`src/rtl/i2s_tx_10xe_aud_frame_buf.sv`:
```
// ---------------------------------------------------------------------------
// i2s_tx_10xe_aud_frame_buf
//
// Audio frame assembler and frame FIFO sitting in front of the I2S TX
// serializer. Per-channel AXI-Stream beats are checked for channel order
// (TID), assembled into complete frames, and only complete frames are
// queued. The serializer pops one frame per frame_req cycle; the frame
// appears on frame_data with frame_valid one cycle later.
//
// Ports
//   s_axis_aud_aclk     : single clock for the whole block
//   s_axis_aud_aresetn  : asynchronous active-low reset
//   core_en             : core enable; low flushes the FIFO and the assembler
//   flag_clr            : one-cycle pulse clearing both sticky flags
//   s_axis_aud_tdata    : audio beat, sample at [SAMPLE_LSB +: SAMPLE_W]
//   s_axis_aud_tid      : channel number of the beat
//   s_axis_aud_tvalid   : beat valid
//   s_axis_aud_tready   : core_en & !fifo_full
//   frame_req           : serializer frame request, one pop per high cycle
//   frame_data          : channel k at [k*SAMPLE_W +: SAMPLE_W]
//   frame_valid         : popped frame valid, one cycle after frame_req
//   fifo_empty          : no complete frame stored
//   fifo_full           : DEPTH frames stored
//   underflow_flag      : sticky, frame_req while enabled and empty
//   seq_err_flag        : sticky, TID out of order or out of range
//   fifo_level          : registered frame count (only with
//                         I2S_TX_10XE_FIFO_LEVEL_EN defined)
//
// Optional feature macro: I2S_TX_10XE_FIFO_LEVEL_EN
// ---------------------------------------------------------------------------
module i2s_tx_10xe_aud_frame_buf #(
  parameter int NUM_CH     = 2,
  parameter int SAMPLE_W   = 24,
  parameter int SAMPLE_LSB = 4,
  parameter int DEPTH      = 4
) (
  input  logic                         s_axis_aud_aclk,
  input  logic                         s_axis_aud_aresetn,
  input  logic                         core_en,
  input  logic                         flag_clr,
  input  logic [31:0]                  s_axis_aud_tdata,
  input  logic [2:0]                   s_axis_aud_tid,
  input  logic                         s_axis_aud_tvalid,
  output logic                         s_axis_aud_tready,
  input  logic                         frame_req,
  output logic [NUM_CH*SAMPLE_W-1:0]   frame_data,
  output logic                         frame_valid,
  output logic                         fifo_empty,
  output logic                         fifo_full,
  output logic                         underflow_flag,
  output logic                         seq_err_flag
`ifdef I2S_TX_10XE_FIFO_LEVEL_EN
  ,
  output logic [$clog2(DEPTH+1)-1:0]   fifo_level
`endif
);

  localparam int FW = NUM_CH * SAMPLE_W;
  localparam int CW = $clog2(DEPTH + 1);
  localparam int PW = $clog2(DEPTH);
  localparam logic [2:0]    LAST_CH   = 3'(NUM_CH - 1);
  localparam logic [CW-1:0] DEPTH_CNT = CW'(DEPTH);

  // Channel the assembler expects next (0..NUM_CH-1).
  logic [2:0]    exp_ch_q, exp_ch_d;
  logic [FW-1:0] staging_q, staging_d;
  logic [CW-1:0] count_q, count_d;
  logic [PW-1:0] wr_ptr_q, wr_ptr_d;
  logic [PW-1:0] rd_ptr_q, rd_ptr_d;
  logic [FW-1:0] frame_data_q, frame_data_d;
  logic          frame_valid_q, frame_valid_d;
  logic          underflow_q, underflow_d;
  logic          seq_err_q, seq_err_d;

  logic [FW-1:0] mem_q [DEPTH];

  logic                accept;
  logic                push;
  logic                pop_req;
  logic                pop_ok;
  logic                uf_set;
  logic                seq_set;
  logic [SAMPLE_W-1:0] sample;

  // Only the sample field of tdata is meaningful; fold the rest away.
  logic unused_tdata;
  assign unused_tdata = ^s_axis_aud_tdata;

  assign fifo_empty        = (count_q == '0);
  assign fifo_full         = (count_q == DEPTH_CNT);
  assign s_axis_aud_tready = core_en & ~fifo_full;
  assign accept            = s_axis_aud_tvalid & s_axis_aud_tready;
  assign sample            = s_axis_aud_tdata[SAMPLE_LSB +: SAMPLE_W];

  assign frame_data     = frame_data_q;
  assign frame_valid    = frame_valid_q;
  assign underflow_flag = underflow_q;
  assign seq_err_flag   = seq_err_q;

`ifdef I2S_TX_10XE_FIFO_LEVEL_EN
  assign fifo_level = count_q;
`endif

  // ------------------------------------------------------------------------
  // Frame assembly: order check on TID and staging of the current frame.
  // ------------------------------------------------------------------------
  always_comb begin
    // NOTE: every signal gets a default before any branch so no path leaves
    // it unassigned; otherwise synthesis infers a latch.
    exp_ch_d  = exp_ch_q;
    staging_d = staging_q;
    push      = 1'b0;
    seq_set   = 1'b0;

    if (!core_en) begin
      exp_ch_d = '0;
    end else if (accept) begin
      if (s_axis_aud_tid == exp_ch_q) begin
        for (int k = 0; k < NUM_CH; k++) begin
          if (exp_ch_q == 3'(k)) staging_d[k*SAMPLE_W +: SAMPLE_W] = sample;
        end
        if (s_axis_aud_tid == LAST_CH) begin
          // staging_d already holds the final sample, so it is the frame.
          push     = 1'b1;
          exp_ch_d = '0;
        end else begin
          exp_ch_d = exp_ch_q + 3'd1;
        end
      end else if (s_axis_aud_tid == 3'd0) begin
        // A channel-0 beat out of turn restarts the frame.
        seq_set                   = 1'b1;
        staging_d[SAMPLE_W-1:0]   = sample;
        exp_ch_d                  = 3'd1;
      end else begin
        seq_set  = 1'b1;
        exp_ch_d = '0;
      end
    end
  end

  // ------------------------------------------------------------------------
  // Frame FIFO bookkeeping, pop path and sticky flags.
  // ------------------------------------------------------------------------
  always_comb begin
    pop_req       = frame_req & core_en;
    pop_ok        = pop_req & ~fifo_empty;
    // No bypass: a push in the same cycle does not rescue an empty pop.
    uf_set        = pop_req & fifo_empty;

    count_d       = count_q + CW'(push) - CW'(pop_ok);
    wr_ptr_d      = push   ? wr_ptr_q + PW'(1) : wr_ptr_q;
    rd_ptr_d      = pop_ok ? rd_ptr_q + PW'(1) : rd_ptr_q;
    frame_valid_d = pop_ok;
    frame_data_d  = frame_data_q;

    if (!core_en) begin
      count_d      = '0;
      wr_ptr_d     = '0;
      rd_ptr_d     = '0;
      frame_data_d = '0;
    end else if (pop_ok) begin
      frame_data_d = mem_q[rd_ptr_q];
    end else if (pop_req) begin
      frame_data_d = '0;
    end

    // Set events win over a coincident clear.
    underflow_d = (underflow_q & ~flag_clr) | uf_set;
    seq_err_d   = (seq_err_q   & ~flag_clr) | seq_set;
  end

  // NOTE: state registers use non-blocking assignments so every flop samples
  // the pre-edge values regardless of statement order.
  always_ff @(posedge s_axis_aud_aclk or negedge s_axis_aud_aresetn) begin
    if (!s_axis_aud_aresetn) begin
      exp_ch_q      <= '0;
      staging_q     <= '0;
      count_q       <= '0;
      wr_ptr_q      <= '0;
      rd_ptr_q      <= '0;
      frame_data_q  <= '0;
      frame_valid_q <= 1'b0;
      underflow_q   <= 1'b0;
      seq_err_q     <= 1'b0;
    end else begin
      exp_ch_q      <= exp_ch_d;
      staging_q     <= staging_d;
      count_q       <= count_d;
      wr_ptr_q      <= wr_ptr_d;
      rd_ptr_q      <= rd_ptr_d;
      frame_data_q  <= frame_data_d;
      frame_valid_q <= frame_valid_d;
      underflow_q   <= underflow_d;
      seq_err_q     <= seq_err_d;
    end
  end

  // NOTE: the frame storage has no reset; a slot is only read after it has
  // been written, because count gates every pop.
  always_ff @(posedge s_axis_aud_aclk) begin
    if (push) mem_q[wr_ptr_q] <= staging_d;
  end

endmodule

```
`config.mk`:
```
export PLATFORM = sky130hd
export DESIGN_NAME = i2s_tx_10xe_aud_frame_buf
export DESIGN_NICKNAME = d
export VERILOG_FILES = /design/src/rtl/i2s_tx_10xe_aud_frame_buf.sv
export SDC_FILE = /design/constraint.sdc
export NUM_CORES = 1
export LEC_CHECK = 0
export BUFFER_PORTS_ARGS = -buffer_cell sky130_fd_sc_hd__buf_2
export CAP_MARGIN = 25
export CORE_MARGIN = 2
export CORE_UTILIZATION = 23
export CTS_BUF_LIST = sky130_fd_sc_hd__clkbuf_8
export DETAILED_ROUTE_END_ITERATION = 6
export GPL_TIMING_DRIVEN = 0
export SYNTH_ARGS = -nofsm -noshare
export SYNTH_HDL_FRONTEND = slang
export SYNTH_SLANG_ARGS = --single-unit
```
`constraint.sdc`:
```
create_clock -name s_axis_aud_aclk -period 3 [get_ports s_axis_aud_aclk]
set_input_delay 0.75 -clock s_axis_aud_aclk [delete_from_list [all_inputs] [get_ports s_axis_aud_aclk]]
set_output_delay 0.75 -clock s_axis_aud_aclk [all_outputs]
set_load 0.01 [all_outputs]
```
==> flow_summary.toml, run 1 <==
[final_layout]
syn_to_final_growth_pct = 20.6
drive_gt1_share_pct = 36.9
finish.utilization_pct = 27.9
layout_common_cells = "edfxtp_1 (192), dfrtp_1 (109), buf_2 (91)"
stdcell_area_mm2 = 0.0136
instances_no_fill = 1403
final_common_cell = "edfxtp_1"
fin_nets = 749

[clock_network]
numCtsBuffers = 49
post_cts_resized = 0
clockRootBuffer = "clkbuf_8"
hold_buffers = 0
clock_latency_ns = 0.56
clkTransAtPathRegs_ns = 0.06
tritoncts = "yes"
clock_sinks = 301
ctsHtreeMaxLevel = 2
cts_max_path_buffers = 3

[timing]
fmax_ghz = 0.354
skew_ns = 0.0139
drv_slew = 0
max_slew_margin_pct = 42.2
hold_violations = 0
hold_slack_ns = 0.122
fin_crit_sh_pct = 94.1
period_needed_ns = 2.82
setup_ws_ns = 0.178
tightestPinTransition_ns = 0.866
setup_tns_ns = 0
finalSetupViolations = 0

[setup_path]
critPathSlowestCell = "or4_4"
criticalPathCategory = "reg -> reg"
max_stage_delay_ns = 0.54
crit_chain = "buf_6 > or4_4 > nor4_4 > inv_1 > ha_1 > inv_1 > ha_1 > inv_1 > fa_2 > xnor2_2 > xnor2_1 > and2_1"
rr_worst_depth = 12
startpoint_type = "flop"
cp_max_fo = 8
cp_data_arrival_time_ns = 3.27
crit_required_ns = 3.45
end_kind = "flop"
cp_common_cell = "inv_1"

[power]
p_per_area_mw_per_mm2 = 717
pwr-share-seq_pct = 50.1
switchingPower_mw = 2.42
p_total_mw = 9.77
p_leak_nw = 5.30
intPower_mw = 7.35
ir_drop_uv = 253
p_sw_share_pct = 24.8
p_comb_share_pct = 13.7
power_frac_clock_pct = 36.2

[floorplanning]
initial_utilization_pct = 23.2
die_x_um = 226
die_area_mm2 = 0.0509
io_pins = 95
die-height_um = 226
core_mm2 = 0.0487
fp-row-count = 81

[synth]
synthesis.area_mm2 = 0.0113
syn_avg_cell_area_um2 = 20.2
yosys.cell_types.count = 44
yosysWarnings = 0
ys.flop_type = "edfxtp_1"
ys_seq_elements = 301
post_synth_inst_count = 558
syn_nets = 609
synth_edf_count = 192
ys_seq_area_share_pct = 75.2
synthArstFlopShare_pct = 36.2

[run]
maxCapViolCount = 0

[drt]
wl_um = 25500
routedWlPerCell_um = 18.2
drt_iter0_markers = 340
via_count = 5553
vias_per_cell = 3.96
first_pass_iters = 4
ant_nets = 0
drc = 0

[grt]
antenna_found_initial = 2
grt_overflow_total = 0
track_usage_pct = 10.2
grt_pass1_wl_um = 38500
grt_pass1_vias = 6038
grt_max_degree = 64

[placement]
dpl.hpwl_um = 15700
dpl_cell_area_mm2 = 0.0126
placed_cells = 1309
io_buffers = 86
pre_cts_slack_ns = -0.377
place.gp.congestion = 0.713

[status]
status = "finished, final reports clean"

[min_path]
hold_path.class = "in -> async"
layer usage:
layer / vias to the layer above / wire length [um] / track usage [%]
li1: 2501 / - / -
met4: 2 / 303 / 2.56
met2: 146 / 12000 / 16.2
met5: - / 13 / 0
met1: 2877 / 11400 / 13.3
met3: 27 / 1790 / 3.59
critical path: cells and delay by family (launching register included):
| family | cells | cell delay [ns] |
|---|---|---|
| buffers and inverters | 4 | 0.32 |
| xor gates and xnor gates | 2 | 0.26 |
| adders and majority gates | 3 | 0.74 |
| and+or+nand+nor | 3 | 1.00 |
| DFF | 1 | 0.39 |
power groups by stage:
stage	combinational (mW)	sequential [mW]	clock (mW)
final	1.34	4.89	3.54
after global routing	1.49	4.92	3.85
after CTS	1.39	4.89	3.65
after detailed placement	1.39	4.97	0
after global placement	1.35	4.97	0
after floorplan	0.855	5.00	0
cell families after synthesis:
kind of cell	Yosys count	synth area share [%]
xor gates and xnor gates	7	0.543
muxes	97	14.4
AOI/OAI and AO/OA	64	4.70
and+or+nand+nor	40	2.29
buffers and inverters	39	1.63
adders and majority gates	10	1.17
DFF	301	75.2
cells in the mapped netlist, drive strengths merged (2+ instances only):
cell,number,share of area [%]
edfxtp,192,51
dfrtp,109,24
a22o,48,3.7
mux2,48,4.8
mux4,48,9.6
buf,14,0.80
clkbuf,13,0.43
inv,12,0.40
and2,11,0.65
ha,9,1.0
nand2,8,0.27
xnor2,6,0.47
o21ai,5,0.22
nand3,4,0.22
a21oi,3,0.17
nor2,3,0.10
nor2b,3,0.17
nor3,3,0.23
and3,2,0.11
registers in the layout, indices dropped and copies added (netlist names):
signal,flops
count_q,3
exp_ch_q,3
frame_data,48
frame_valid,1
mem_q,192
rd_ptr_q,2
seq_err_flag,1
staging_q,48
underflow_flag,1
wr_ptr_q,2
repair_timing:
item                       4_1_cts  5_1_grt
pin swaps                        1        1
setup endpoints to repair        1        1
buffers inserted                 0        2
final timing paths:
path                                                 end  slack, ns                        from
max reg2reg                         count_q[2]$_DFF_PN0_       0.18     exp_ch_q[1]$_DFFE_PN0P_
min reg2reg                   frame_data[44]$_DFFE_PN0P_       0.50  frame_data[44]$_DFFE_PN0P_
max in group asynchronous        staging_q[42]$_DFF_PN0_       2.14          s_axis_aud_aresetn
min in group s_axis_aud_aclk    underflow_flag$_DFF_PN0_       0.39                    flag_clr
max                                 count_q[2]$_DFF_PN0_       0.18     exp_ch_q[1]$_DFFE_PN0P_
min                             underflow_flag$_DFF_PN0_       0.12          s_axis_aud_aresetn
layout make-up:
cell class	instances	area [um2]
fill	4903	35100
sequential	301	8490
multi-input combinational	218	2630
tap	664	831
clock buffer	59	812
timing repair buffer	89	479
clock inverter	32	184
buffer	27	139
inverter	12	45.0
antenna	1	2.50
Note: power is estimated with default switching activity, not from simulation.
==> inputs of run 2 (changes only) <==
CORE_UTILIZATION = 35   (was 23)
==> flow_summary.toml, run 2 (same netlist as run 1, synthesis figures left out) <==
[drt]
first_pass_iters = 4
routedWlPerCell_um = 20.3
drt_iter0_markers = 358
ant_nets = 0
wl_um = 23000
drc = 0
via_count = 5633
vias_per_cell = 4.97

[setup_path]
crit_required_ns = 3.43
crit_chain = "o311a_1 > clkbuf_1 > ha_1 > inv_1 > ha_1 > inv_1 > fa_2 > xnor2_2 > xnor2_1 > and2_1"
critical_path.top_delay_family = "adder cells"
regToRegSetupSlack_ns = 0.26
criticalPathCategory = "reg -> reg"
crit_buf_inv = 3
max_stage_delay_ns = 0.47
cp_max_fo = 11
startpoint_type = "flop"
critPathSlowestCell = "clkbuf_1"
cp_data_arrival_time_ns = 3.17
end_kind = "flop"

[floorplanning]
die_area_mm2 = 0.0337
core_mm2 = 0.0316
fp-row-count = 65
die_x_um = 184
io_pins = 95
initial_utilization_pct = 35.7
die-height_um = 184

[clock_network]
hold_buffers = 0
clockRootBuffer = "clkbuf_8"
post_cts_resized = 0
tritoncts = "yes"
numCtsBuffers = 46
clock_sinks = 301
ctsHtreeMaxLevel = 2
clock_latency_ns = 0.55
clkTransAtPathRegs_ns = 0.06
cts_max_path_buffers = 3

[final_layout]
stdcell_area_mm2 = 0.0132
drive_gt1_share_pct = 36.1
largest_register_ffs = 192
fin_nets = 745
syn_to_final_growth_pct = 16.9
final_common_cell = "edfxtp_1"
layout_common_cells = "edfxtp_1 (192), dfrtp_1 (109), buf_2 (91)"
antenna_cells = 0
top_register = "mem_q"

[grt]
antenna_found_initial = 0
grt_overflow_total = 0
grt_max_degree = 68
track_usage_pct = 14.3
grt_pass1_wl_um = 36500
grt_pass1_vias = 6202

[timing]
hold_violations = 0
tightestPinTransition_ns = 0.815
max_slew_margin_pct = 45.7
rsz0062_at_grt = "no"
skew_ns = 0.0262
drv_slew = 0
period_needed_ns = 2.74
fmax_ghz = 0.365
hold_slack_ns = 0.143
finalSetupViolations = 0
fin_crit_sh_pct = 91.3

[run]
maxCapViolCount = 0

[power]
p_total_mw = 9.52
ir_drop_uv = 295
p_leak_nw = 5.22
p_per_area_mw_per_mm2 = 722

[placement]
io_buffers = 86
dpl.hpwl_um = 14100
place.gp.congestion = 0.750
dpl_cell_area_mm2 = 0.0123

[min_path]
hold_path.class = "in -> async"

[status]
status = "finished, final reports clean"
==> run 2: layout make-up <==
class,instances,area (um2)
buffer,27,139
clock buffer,51,702
clock inverter,34,216
fill,2790,18400
inverter,12,45.0
multi-input combinational,218,2630
sequential,301,8490
tap,402,503
timing repair buffer,88,472
==> run 2: report_power, final <==
group / switching [mW] / internal, mW
combinational: 0.697 / 0.599
sequential: 0.111 / 4.79
clock: 1.50 / 1.82
total: 2.31 / 7.21
==> run 2: path summary, 6_finish.rpt <==
check	depth (start not counted)	end	start
worst max-delay path	10	count_q[2]$_DFF_PN0_	count_q[1]$_DFF_PN0_
worst min-delay path	1	exp_ch_q[1]$_DFFE_PN0P_	s_axis_aud_aresetn
worst max register to register	10	count_q[2]$_DFF_PN0_	count_q[1]$_DFF_PN0_
worst min register to register	1	frame_data[0]$_DFFE_PN0P_	frame_data[0]$_DFFE_PN0P_
max in group asynchronous	2	staging_q[41]$_DFF_PN0_	s_axis_aud_aresetn
min in group s_axis_aud_aclk	2	underflow_flag$_DFF_PN0_	flag_clr
==> run 2: metrics by stage <==
step / worst slack, ns / util (%) / instances / setup TNS (ns)
3_3_place_gp: -0.510 / 38.7 / 1046 / -132.60
2_1_floorplan: -0.0128 / - / 558 / -0.0128
3_5_place_dp: -0.418 / 38.8 / 1047 / -18.39
4_1_cts: 0.233 / 41.7 / 1133 / 0
6_report: 0.260 / 41.7 / 1133 / 0
5_1_grt: 0.105 / 41.7 / 1133 / 0
==> run 2: what timing repair did <==
| action | CTS | global route |
|---|---|---|
| setup buffers | 1 | 0 |
| hold endpoints to repair | 0 | 0 |
| endpoints found under the setup margin | 1 | 0 |
==> run 2: metal layers <==
metal | GRT usage (%) | share of wire [%] | vias up
met5 | 0 | 0 | -
met4 | 3.78 | 1.9 | 0
met3 | 4.02 | 6.0 | 40
met2 | 24.0 | 50 | 132
met1 | 18.3 | 42 | 2962
li1 | - | - | 2499
